==> config.mk <==
export PLATFORM = sky130hd
export DESIGN_NAME = ipv4_router_flat
export DESIGN_NICKNAME = d
export VERILOG_FILES = /design/src/rtl/router_pkg.sv /design/src/rtl/ipv4_router_if.sv /design/src/rtl/router_out_mux.sv /design/src/rtl/ipv4_router.sv /design/src/flat_wrapper.sv
export SDC_FILE = /design/constraint.sdc
export NUM_CORES = 1
export LEC_CHECK = 0
export CORE_MARGIN = 5
export CORE_UTILIZATION = 56
export CTS_BUF_LIST = sky130_fd_sc_hd__clkbuf_16
export CTS_CLUSTER_DIAMETER = 30
export DETAILED_ROUTE_END_ITERATION = 6
export PLACE_DENSITY = 0.9
export SYNTH_ARGS = -nofsm -noshare
export SYNTH_HDL_FRONTEND = slang
export SYNTH_HIERARCHICAL = 1
export SYNTH_SLANG_ARGS = --single-unit
==> constraint.sdc <==
create_clock -name sys_clk -period 4.71 [get_ports sys_clk]
set_input_delay 1.413 -clock sys_clk [delete_from_list [all_inputs] [get_ports sys_clk]]
set_output_delay 1.413 -clock sys_clk [all_outputs]
set_load 0.05 [all_outputs]
==> src/rtl/router_pkg.sv <==
// Shared definitions for the ipv4_router slice.
//   - header byte offsets (Ethernet + IPv4, no preamble/FCS)
//   - FSM state and destination encodings
//   - checksum helper used when ROUTER_TTL_DEC_EN is defined
package router_pkg;

  localparam int HDR_LEN  = 34;
  localparam int OFF_DMAC = 0;
  localparam int OFF_SMAC = 6;
  localparam int OFF_TYPE = 12;
  localparam int OFF_VER  = 14;
  localparam int OFF_TTL  = 22;
  localparam int OFF_CSUM = 24;
  localparam int OFF_DIP  = 30;

  localparam logic [15:0] ETHERTYPE_IPV4 = 16'h0800;
  localparam logic [3:0]  FIB_NO_ROUTE   = 4'hF;

  typedef enum logic [2:0] {SYNC, IDLE, HDR, LOOKUP, WAIT, EMIT, BODY, DROP} state_t;

  // PORTn codes equal n in their low two bits; the steering mux relies on it.
  typedef enum logic [2:0] {PORT0, PORT1, PORT2, PORT3, NIC, NONE} dest_t;

  // Incremental checksum update for a TTL decrement: +0x0100, end-around carry.
  function automatic logic [15:0] csum_ttl_dec(input logic [15:0] csum);
    logic [16:0] sum;
    sum = {1'b0, csum} + 17'h00100;
    return sum[15:0] + {15'd0, sum[16]};
  endfunction

endpackage

==> src/rtl/ipv4_router_if.sv <==
// FIB lookup handshake between the router (master) and the FIB (slave).
//   req/search_ip : lookup request, held until ack
//   ack           : one-cycle response strobe
//   dest_ip       : echoed looked-up address
//   src_mac/dest_mac/forward_port : lookup result, valid with ack
interface ipv4_router_if;
  logic        req;
  logic [31:0] search_ip;
  logic        ack;
  logic [31:0] dest_ip;
  logic [47:0] src_mac;
  logic [47:0] dest_mac;
  logic [3:0]  forward_port;

  modport master (output req, search_ip,
                  input  ack, dest_ip, src_mac, dest_mac, forward_port);
  modport slave  (input  req, search_ip,
                  output ack, dest_ip, src_mac, dest_mac, forward_port);
endinterface

==> src/rtl/router_out_mux.sv <==
// Steers the router's single write stream to one egress FIFO and returns
// that FIFO's full/half flags.
//   sel        : selected destination (NONE reports full/half so nothing writes)
//   wr_en/din  : write stream from the FSM
//   port_*     : egress FIFOs 0..3, nic_* : host FIFO
//   sel_full/sel_half : flags of the selected destination
module router_out_mux
  import router_pkg::*;
(
  input  dest_t            sel,
  input  logic             wr_en,
  input  logic [8:0]       din,
  input  logic [3:0]       port_full,
  input  logic [3:0]       port_half,
  output logic [3:0]       port_wr_en,
  output logic [3:0][8:0]  port_din,
  input  logic             nic_full,
  input  logic             nic_half,
  output logic             nic_wr_en,
  output logic [8:0]       nic_din,
  output logic             sel_full,
  output logic             sel_half
);

  always_comb begin
    port_wr_en = '0;
    port_din   = '0;
    nic_wr_en  = 1'b0;
    nic_din    = '0;
    sel_full   = 1'b1;
    sel_half   = 1'b1;
    case (sel)
      PORT0, PORT1, PORT2, PORT3: begin
        port_wr_en[sel[1:0]] = wr_en;
        port_din[sel[1:0]]   = wr_en ? din : 9'h000;
        sel_full             = port_full[sel[1:0]];
        sel_half             = port_half[sel[1:0]];
      end
      NIC: begin
        nic_wr_en = wr_en;
        nic_din   = wr_en ? din : 9'h000;
        sel_full  = nic_full;
        sel_half  = nic_half;
      end
      default: ;
    endcase
  end

endmodule

==> src/rtl/ipv4_router.sv <==
// Per-ingress-port IPv4 forwarding engine: RX FIFO -> header parse -> FIB
// lookup -> MAC rewrite -> one of four egress FIFOs or the host (NIC) FIFO.
// Optional build macro ROUTER_TTL_DEC_EN: routed frames get TTL-1 and an
// incrementally updated checksum; frames arriving with TTL <= 1 go to the NIC.
// Ports:
//   sys_clk, sys_rst (sync, active high), int_ipv4addr
//   dout/empty/rd_en            : RX FIFO (first-word fall-through)
//   portN_din/full/half/wr_en   : egress FIFOs, N = 0..3
//   nic_din/full/half/wr_en     : host FIFO
//   fib                         : FIB lookup handshake (master)
//
// state  | meaning
// SYNC   | discard until end of a frame (entered from reset)
// IDLE   | wait for first byte of a frame
// HDR    | pop 34 header bytes into hdr
// LOOKUP | req high, wait for FIB ack
// WAIT   | wait for the destination to drop half
// EMIT   | write the (rewritten) header
// BODY   | pass payload through, then terminator
// DROP   | pop to end of frame, no writes
module ipv4_router
  import router_pkg::*;
#(
  parameter logic [1:0] Port    = 2'h0,
  parameter logic [1:0] MaxPort = 2'h1
) (
  input  logic        sys_clk,
  input  logic        sys_rst,
  input  logic [31:0] int_ipv4addr,
  input  logic [8:0]  dout,
  input  logic        empty,
  output logic        rd_en,
  output logic [8:0]  port0_din,
  input  logic        port0_full,
  input  logic        port0_half,
  output logic        port0_wr_en,
  output logic [8:0]  port1_din,
  input  logic        port1_full,
  input  logic        port1_half,
  output logic        port1_wr_en,
  output logic [8:0]  port2_din,
  input  logic        port2_full,
  input  logic        port2_half,
  output logic        port2_wr_en,
  output logic [8:0]  port3_din,
  input  logic        port3_full,
  input  logic        port3_half,
  output logic        port3_wr_en,
  output logic [8:0]  nic_din,
  input  logic        nic_full,
  input  logic        nic_half,
  output logic        nic_wr_en,
  ipv4_router_if.master fib
);

  state_t            state;
  dest_t             dest;
  logic [5:0]        cnt;
  logic [7:0]        hdr [HDR_LEN];
  logic              pop, wr, sel_full, sel_half;
  logic [8:0]        wdata;
  logic [31:0]       dip;
  logic              to_nic, ttl_expired;
  logic [3:0][8:0]   pdin;
  logic [3:0]        pwr;

  // The last DIP byte is still on dout when the forwarding decision is made.
  assign dip = {hdr[OFF_DIP], hdr[OFF_DIP+1], hdr[OFF_DIP+2], dout[7:0]};

`ifdef ROUTER_TTL_DEC_EN
  assign ttl_expired = (hdr[OFF_TTL] <= 8'd1);
`else
  assign ttl_expired = 1'b0;
`endif

  assign to_nic = ({hdr[OFF_TYPE], hdr[OFF_TYPE+1]} != ETHERTYPE_IPV4)
               || (hdr[OFF_VER][7:4] != 4'd4)
               || (dip == int_ipv4addr)
               || ({hdr[0], hdr[1], hdr[2], hdr[3], hdr[4], hdr[5]} == 48'hffff_ffff_ffff)
               || ttl_expired;

  // Pop and write strobes depend on FIFO flags in the same cycle, so they are
  // decoded from the registered state rather than registered themselves.
  always_comb begin
    pop   = 1'b0;
    wr    = 1'b0;
    wdata = '0;
    if (!sys_rst) begin
      case (state)
        SYNC, HDR, DROP: pop = !empty;
        IDLE:            pop = !empty && !dout[8];
        EMIT: begin
          wr    = !sel_full;
          wdata = {1'b1, hdr[cnt]};
        end
        BODY: begin
          pop   = !empty && !sel_full;
          wr    = pop;
          wdata = dout[8] ? dout : 9'h000;
        end
        default: ;
      endcase
    end
  end

  assign rd_en = pop;

  always_ff @(posedge sys_clk) begin
    if (sys_rst) begin
      state         <= SYNC;
      dest          <= NONE;
      cnt           <= '0;
      fib.req       <= 1'b0;
      fib.search_ip <= '0;
    end else begin
      case (state)
        SYNC: if (pop && !dout[8]) state <= IDLE;
        IDLE: if (!empty && dout[8]) begin
          state <= HDR;
          cnt   <= '0;
        end
        HDR: if (pop) begin
          if (!dout[8]) begin
            state <= IDLE;
          end else begin
            hdr[cnt] <= dout[7:0];
            cnt      <= cnt + 6'd1;
            if (cnt == 6'(HDR_LEN - 1)) begin
              cnt <= '0;
              if (to_nic) begin
                dest  <= NIC;
                state <= WAIT;
              end else begin
                fib.req       <= 1'b1;
                fib.search_ip <= dip;
                state         <= LOOKUP;
              end
            end
          end
        end
        LOOKUP: if (fib.ack) begin
          fib.req <= 1'b0;
          if (fib.forward_port == FIB_NO_ROUTE) begin
            dest  <= NIC;
            state <= WAIT;
          end else if (fib.forward_port > {2'b00, MaxPort} ||
                       fib.forward_port == {2'b00, Port}) begin
            state <= DROP;
          end else begin
            dest  <= dest_t'({1'b0, fib.forward_port[1:0]});
            state <= WAIT;
            // MACs are rewritten in the header buffer so EMIT replays it as-is.
            for (int i = 0; i < 6; i++) begin
              hdr[OFF_DMAC+i] <= fib.dest_mac[8*(5-i) +: 8];
              hdr[OFF_SMAC+i] <= fib.src_mac[8*(5-i) +: 8];
            end
`ifdef ROUTER_TTL_DEC_EN
            hdr[OFF_TTL] <= hdr[OFF_TTL] - 8'd1;
            {hdr[OFF_CSUM], hdr[OFF_CSUM+1]} <=
              csum_ttl_dec({hdr[OFF_CSUM], hdr[OFF_CSUM+1]});
`endif
          end
        end
        WAIT: if (!sel_half) state <= EMIT;
        EMIT: if (wr) begin
          cnt <= cnt + 6'd1;
          if (cnt == 6'(HDR_LEN - 1)) state <= BODY;
        end
        BODY: if (pop && !dout[8]) begin
          state <= IDLE;
          dest  <= NONE;
        end
        DROP: if (pop && !dout[8]) state <= IDLE;
        default: state <= SYNC;
      endcase
    end
  end

  router_out_mux u_out_mux (
    .sel        (dest),
    .wr_en      (wr),
    .din        (wdata),
    .port_full  ({port3_full, port2_full, port1_full, port0_full}),
    .port_half  ({port3_half, port2_half, port1_half, port0_half}),
    .port_wr_en (pwr),
    .port_din   (pdin),
    .nic_full   (nic_full),
    .nic_half   (nic_half),
    .nic_wr_en  (nic_wr_en),
    .nic_din    (nic_din),
    .sel_full   (sel_full),
    .sel_half   (sel_half)
  );

  assign {port3_wr_en, port2_wr_en, port1_wr_en, port0_wr_en} = pwr;
  assign port0_din = pdin[0];
  assign port1_din = pdin[1];
  assign port2_din = pdin[2];
  assign port3_din = pdin[3];

endmodule

==> src/flat_wrapper.sv <==
// flat-port wrapper written by rule: the top's interface ports become plain ports
module ipv4_router_flat import router_pkg::*;
#(
  parameter logic [1:0] Port    = 2'h0,
  parameter logic [1:0] MaxPort = 2'h1
)
  (sys_clk, sys_rst, int_ipv4addr, dout, empty, rd_en, port0_din, port0_full, port0_half, port0_wr_en, port1_din, port1_full, port1_half, port1_wr_en, port2_din, port2_full, port2_half, port2_wr_en, port3_din, port3_full, port3_half, port3_wr_en, nic_din, nic_full, nic_half, nic_wr_en, fib_req, fib_search_ip, fib_ack, fib_dest_ip, fib_src_mac, fib_dest_mac, fib_forward_port);
  ipv4_router_if fib_i ();
  input  logic sys_clk;
  input  logic sys_rst;
  input  logic [31:0] int_ipv4addr;
  input  logic [8:0] dout;
  input  logic empty;
  output logic rd_en;
  output logic [8:0] port0_din;
  input  logic port0_full;
  input  logic port0_half;
  output logic port0_wr_en;
  output logic [8:0] port1_din;
  input  logic port1_full;
  input  logic port1_half;
  output logic port1_wr_en;
  output logic [8:0] port2_din;
  input  logic port2_full;
  input  logic port2_half;
  output logic port2_wr_en;
  output logic [8:0] port3_din;
  input  logic port3_full;
  input  logic port3_half;
  output logic port3_wr_en;
  output logic [8:0] nic_din;
  input  logic nic_full;
  input  logic nic_half;
  output logic nic_wr_en;
  output wire logic [$bits(fib_i.req)-1:0] fib_req;
  output wire logic [$bits(fib_i.search_ip)-1:0] fib_search_ip;
  input wire logic [$bits(fib_i.ack)-1:0] fib_ack;
  input wire logic [$bits(fib_i.dest_ip)-1:0] fib_dest_ip;
  input wire logic [$bits(fib_i.src_mac)-1:0] fib_src_mac;
  input wire logic [$bits(fib_i.dest_mac)-1:0] fib_dest_mac;
  input wire logic [$bits(fib_i.forward_port)-1:0] fib_forward_port;
  assign fib_req = fib_i.req;
  assign fib_search_ip = fib_i.search_ip;
  assign fib_i.ack = fib_ack;
  assign fib_i.dest_ip = fib_dest_ip;
  assign fib_i.src_mac = fib_src_mac;
  assign fib_i.dest_mac = fib_dest_mac;
  assign fib_i.forward_port = fib_forward_port;
  ipv4_router #(.Port(Port), .MaxPort(MaxPort)) u_core (.sys_clk(sys_clk), .sys_rst(sys_rst), .int_ipv4addr(int_ipv4addr), .dout(dout), .empty(empty), .rd_en(rd_en), .port0_din(port0_din), .port0_full(port0_full), .port0_half(port0_half), .port0_wr_en(port0_wr_en), .port1_din(port1_din), .port1_full(port1_full), .port1_half(port1_half), .port1_wr_en(port1_wr_en), .port2_din(port2_din), .port2_full(port2_full), .port2_half(port2_half), .port2_wr_en(port2_wr_en), .port3_din(port3_din), .port3_full(port3_full), .port3_half(port3_half), .port3_wr_en(port3_wr_en), .nic_din(nic_din), .nic_full(nic_full), .nic_half(nic_half), .nic_wr_en(nic_wr_en), .fib(fib_i));
endmodule
==> results.json <==
{
  "ys.flop_type": "edfxtp_1",
  "wl_met3_mm": 10.0,
  "syn_area_per_cell_sq_um": 15.5,
  "grt_max_degree": 97,
  "ir_drop_v": 0.000295,
  "dr.max_layer_used": "met4",
  "min_period_over_period": 1.03,
  "postPlaceCellArea_sq_um": 28300,
  "grt_pass1_wl_mm": 112,
  "yosys_warnings": 6,
  "io_pins": 271,
  "m1WireLength_mm": 25.3,
  "grt_util_all_layers": 0.319,
  "finalHoldViolations": 0,
  "post-place-ws_ns": -0.358,
  "met2WireLength_mm": 37.1,
  "num_vias": 17000,
  "htreeDepth": 3,
  "antenna_found_initial": 4,
  "syn_inst": 1549,
  "drtIter0Drc": 3076,
  "yosysSeqAreaShare": 0.681,
  "whs_ns": 0.459,
  "start_util": 0.563,
  "ant_nets": 0,
  "ys_types": 57,
  "setup_ws_ns": -0.143,
  "rsz0062_at_grt": "yes",
  "drc": 0,
  "fin_nets": 2136,
  "period_needed_ns": 4.85,
  "status": "finished with violations",
  "portBuffers": 238,
  "dp_hpwl_mm": 44.8,
  "core-area_sq_um": 42800,
  "fin_area_sq_um": 32300,
  "synth_edf_count": 512,
  "ys_seq_elements": 563,
  "cp_common_cell": "buf_12",
  "gp_congestion": 0.931,
  "grt_pass1_vias": 17200,
  "holdPathStages": 2,
  "cp_slowest_cell": "mux4_2",
  "drt_first_pass_iters": 6,
  "max_freq_mhz": 206,
  "path_clk_slew_ns": 0.05,
  "area_growth_pct": 34.0,
  "critical-path-top-delay-family": "buffers and inverters",
  "die-width_um": 217,
  "maxSlewViolCount": 0,
  "via_per_inst": 6.59,
  "cts.sinks": 563,
  "crit_path_end_kind": "primary output",
  "clk_path_buf_depth": 3,
  "violations": "negative setup slack",
  "grt-ovfl-total": 0,
  "slew_headroom": 0.139,
  "drive_gt1_frac": 0.307,
  "wirelength_mm": 77.2,
  "reg2regPathDepth": 5,
  "critical_path_class": "reg2out",
  "crit_fanout": 12,
  "numCtsBuffers": 94,
  "p_leak_nw": 11.2,
  "die_area_sq_um": 47200,
  "routedWlPerCell_um": 30.0,
  "worst_ep_arrival_time_ns": 3.44,
  "worst-path-stages": 11,
  "crit_buf_inv": 5,
  "rows": 76,
  "slowest_delay_ns": 0.57,
  "crit_path_start_kind": "flip-flop",
  "cts_tree": "done",
  "crit_path_cell_trace": "buf_12 -> buf_16 -> mux4_2 -> a211oi_2 -> a21oi_2 -> a22oi_2 -> buf_4 -> nand4_1 -> buf_6 -> and2_2 -> buf_12",
  "die_y_um": 217,
  "hp-class": "reg2reg",
  "clock_skew_ns": 0.0342,
  "setup_viol": 40,
  "p_total_mw": 13.5,
  "worst_slew_pin_slew_ns": 1.28,
  "synthArstFlopShare": 0,
  "p_per_area_nw_per_um2": 417,
  "cts-root-buf": "clkbuf_16",
  "syn-num-nets": 1738,
  "synthesis.area_sq_um": 24100,
  "insertion_delay_ns": 0.63,
  "cap_violations": 0,
  "required_ns": 3.30
}
cells in the final DEF (no fill, tap or decap), drive strengths merged, types with 27 or more instances in the layout:
| cell type | netlist | final |
|---|---|---|
| o21ai | 29 | 29 |
| xor2 | 36 | 36 |
| clkdlybuf4s50 | 0 | 173 |
| nand2 | 228 | 228 |
| dfxtp | 51 | 51 |
| inv | 13 | 44 |
| nor2 | 121 | 121 |
| buf | 47 | 217 |
| mux4 | 128 | 128 |
| and2 | 47 | 47 |
| clkbuf | 48 | 97 |
| a21oi | 30 | 30 |
| clkinv | 0 | 27 |
| edfxtp | 512 | 512 |
| mux2i | 67 | 67 |
routing by layer:
layer | track usage | vias up
met5 | 0 | -
met4 | 0.168 | 0
met3 | 0.0887 | 341
met2 | 0.524 | 1658
met1 | 0.389 | 8202
li1 | - | 6775
synth_stat cells (13+ instances only):
cell	n	area share
mux2i_1	67	0.028
and2_1	47	0.012
edfxtp_1	512	0.64
clkbuf_1	48	0.0075
buf_2	26	0.0054
nand3_1	18	0.0037
dfxtp_1	51	0.042
nor2_1	120	0.019
nand4_1	20	0.0052
a211oi_1	26	0.0081
mux4_2	128	0.12
nor4_1	15	0.0039
nor2b_1	21	0.0055
inv_1	13	0.0020
o21ai_0	28	0.0058
nand2_1	228	0.036
xor2_1	36	0.013
a21oi_1	30	0.0062
cells by family (layout without fill, tap and decap cells):
kind of cell | count (synthesis) | in the layout | share of synthesized area
other | 0 | 3 | 0
adder cells (fa/ha/maj) | 2 | 2 | 0.00104
buffers and inverters | 108 | 585 | 0.0205
flip-flops | 563 | 563 | 0.681
multiplexers | 203 | 203 | 0.151
AO/OA/AOI/OAI | 118 | 118 | 0.0318
AND/OR/NAND/NOR | 518 | 518 | 0.101
XOR/XNOR | 37 | 37 | 0.0135
repair_timing:
| action | 4_1_cts | 5_1_grt |
|---|---|---|
| hold buffers | 0 | 0 |
| setup buffers | 22 | 7 |
| resized for setup | 77 | 54 |
| cloned | 3 | 1 |
| endpoints found under the setup margin | 50 | 47 |
| pin swaps | 24 | 20 |
sequential cells by signal, summed over array words and instances, names as in the netlist, named ones only:
signal                flops
u_core/hdr              512
u_core/fib.search_ip     32
u_core/dest               3
u_core/cnt                6
u_core/fib.req            1
u_core/state              3
stage by stage:
step           std cells  TNS, ns   util
2_1_floorplan       1549   -0.492      -
3_3_place_gp        2365   -10.38  0.660
3_5_place_dp        2365   -11.18  0.660
4_1_cts             2565  -0.0697  0.748
5_1_grt             2575    -4.15  0.754
6_report            2575    -3.02  0.754
worst register-to-register path, stage by stage, from the launching register on:
cell and delay, ns:
dfxtp_1 0.55, nor3b_1 0.63, nand2_1 0.16, nor3_1 0.59, nand2_1 0.31, o21ai_0 1.07
path summary, 6_finish.rpt:
check / startpoint / to / slack (ns)
hold / removal: u_core/fib.req / u_core/fib.req / 0.46
hold reg to reg: u_core/fib.req / u_core/fib.req / 0.46
setup reg to reg: u_core/state[1] / u_core/hdr[7][0] / 1.02
setup / recovery: flip-flop / port0_din[7] / -0.14
layout make-up:
cell class / count / area (sq um)
sequential: 563 / 16400
fill: 2166 / 10500
multi-input combinational: 878 / 7590
timing repair buffer: 397 / 4340
clock buffer: 96 / 2400
clock inverter: 79 / 797
tap: 546 / 683
inverter: 13 / 48.8
antenna: 3 / 7.51
where the power goes:
group          internal [mW]  total [mW]  switching [mW]
registers               5.47        5.52          0.0492
clock network           4.25        6.90            2.65
logic                  0.520        1.05           0.531
total                   10.2        13.5            3.23
Power figures use the tool's default switching activity.
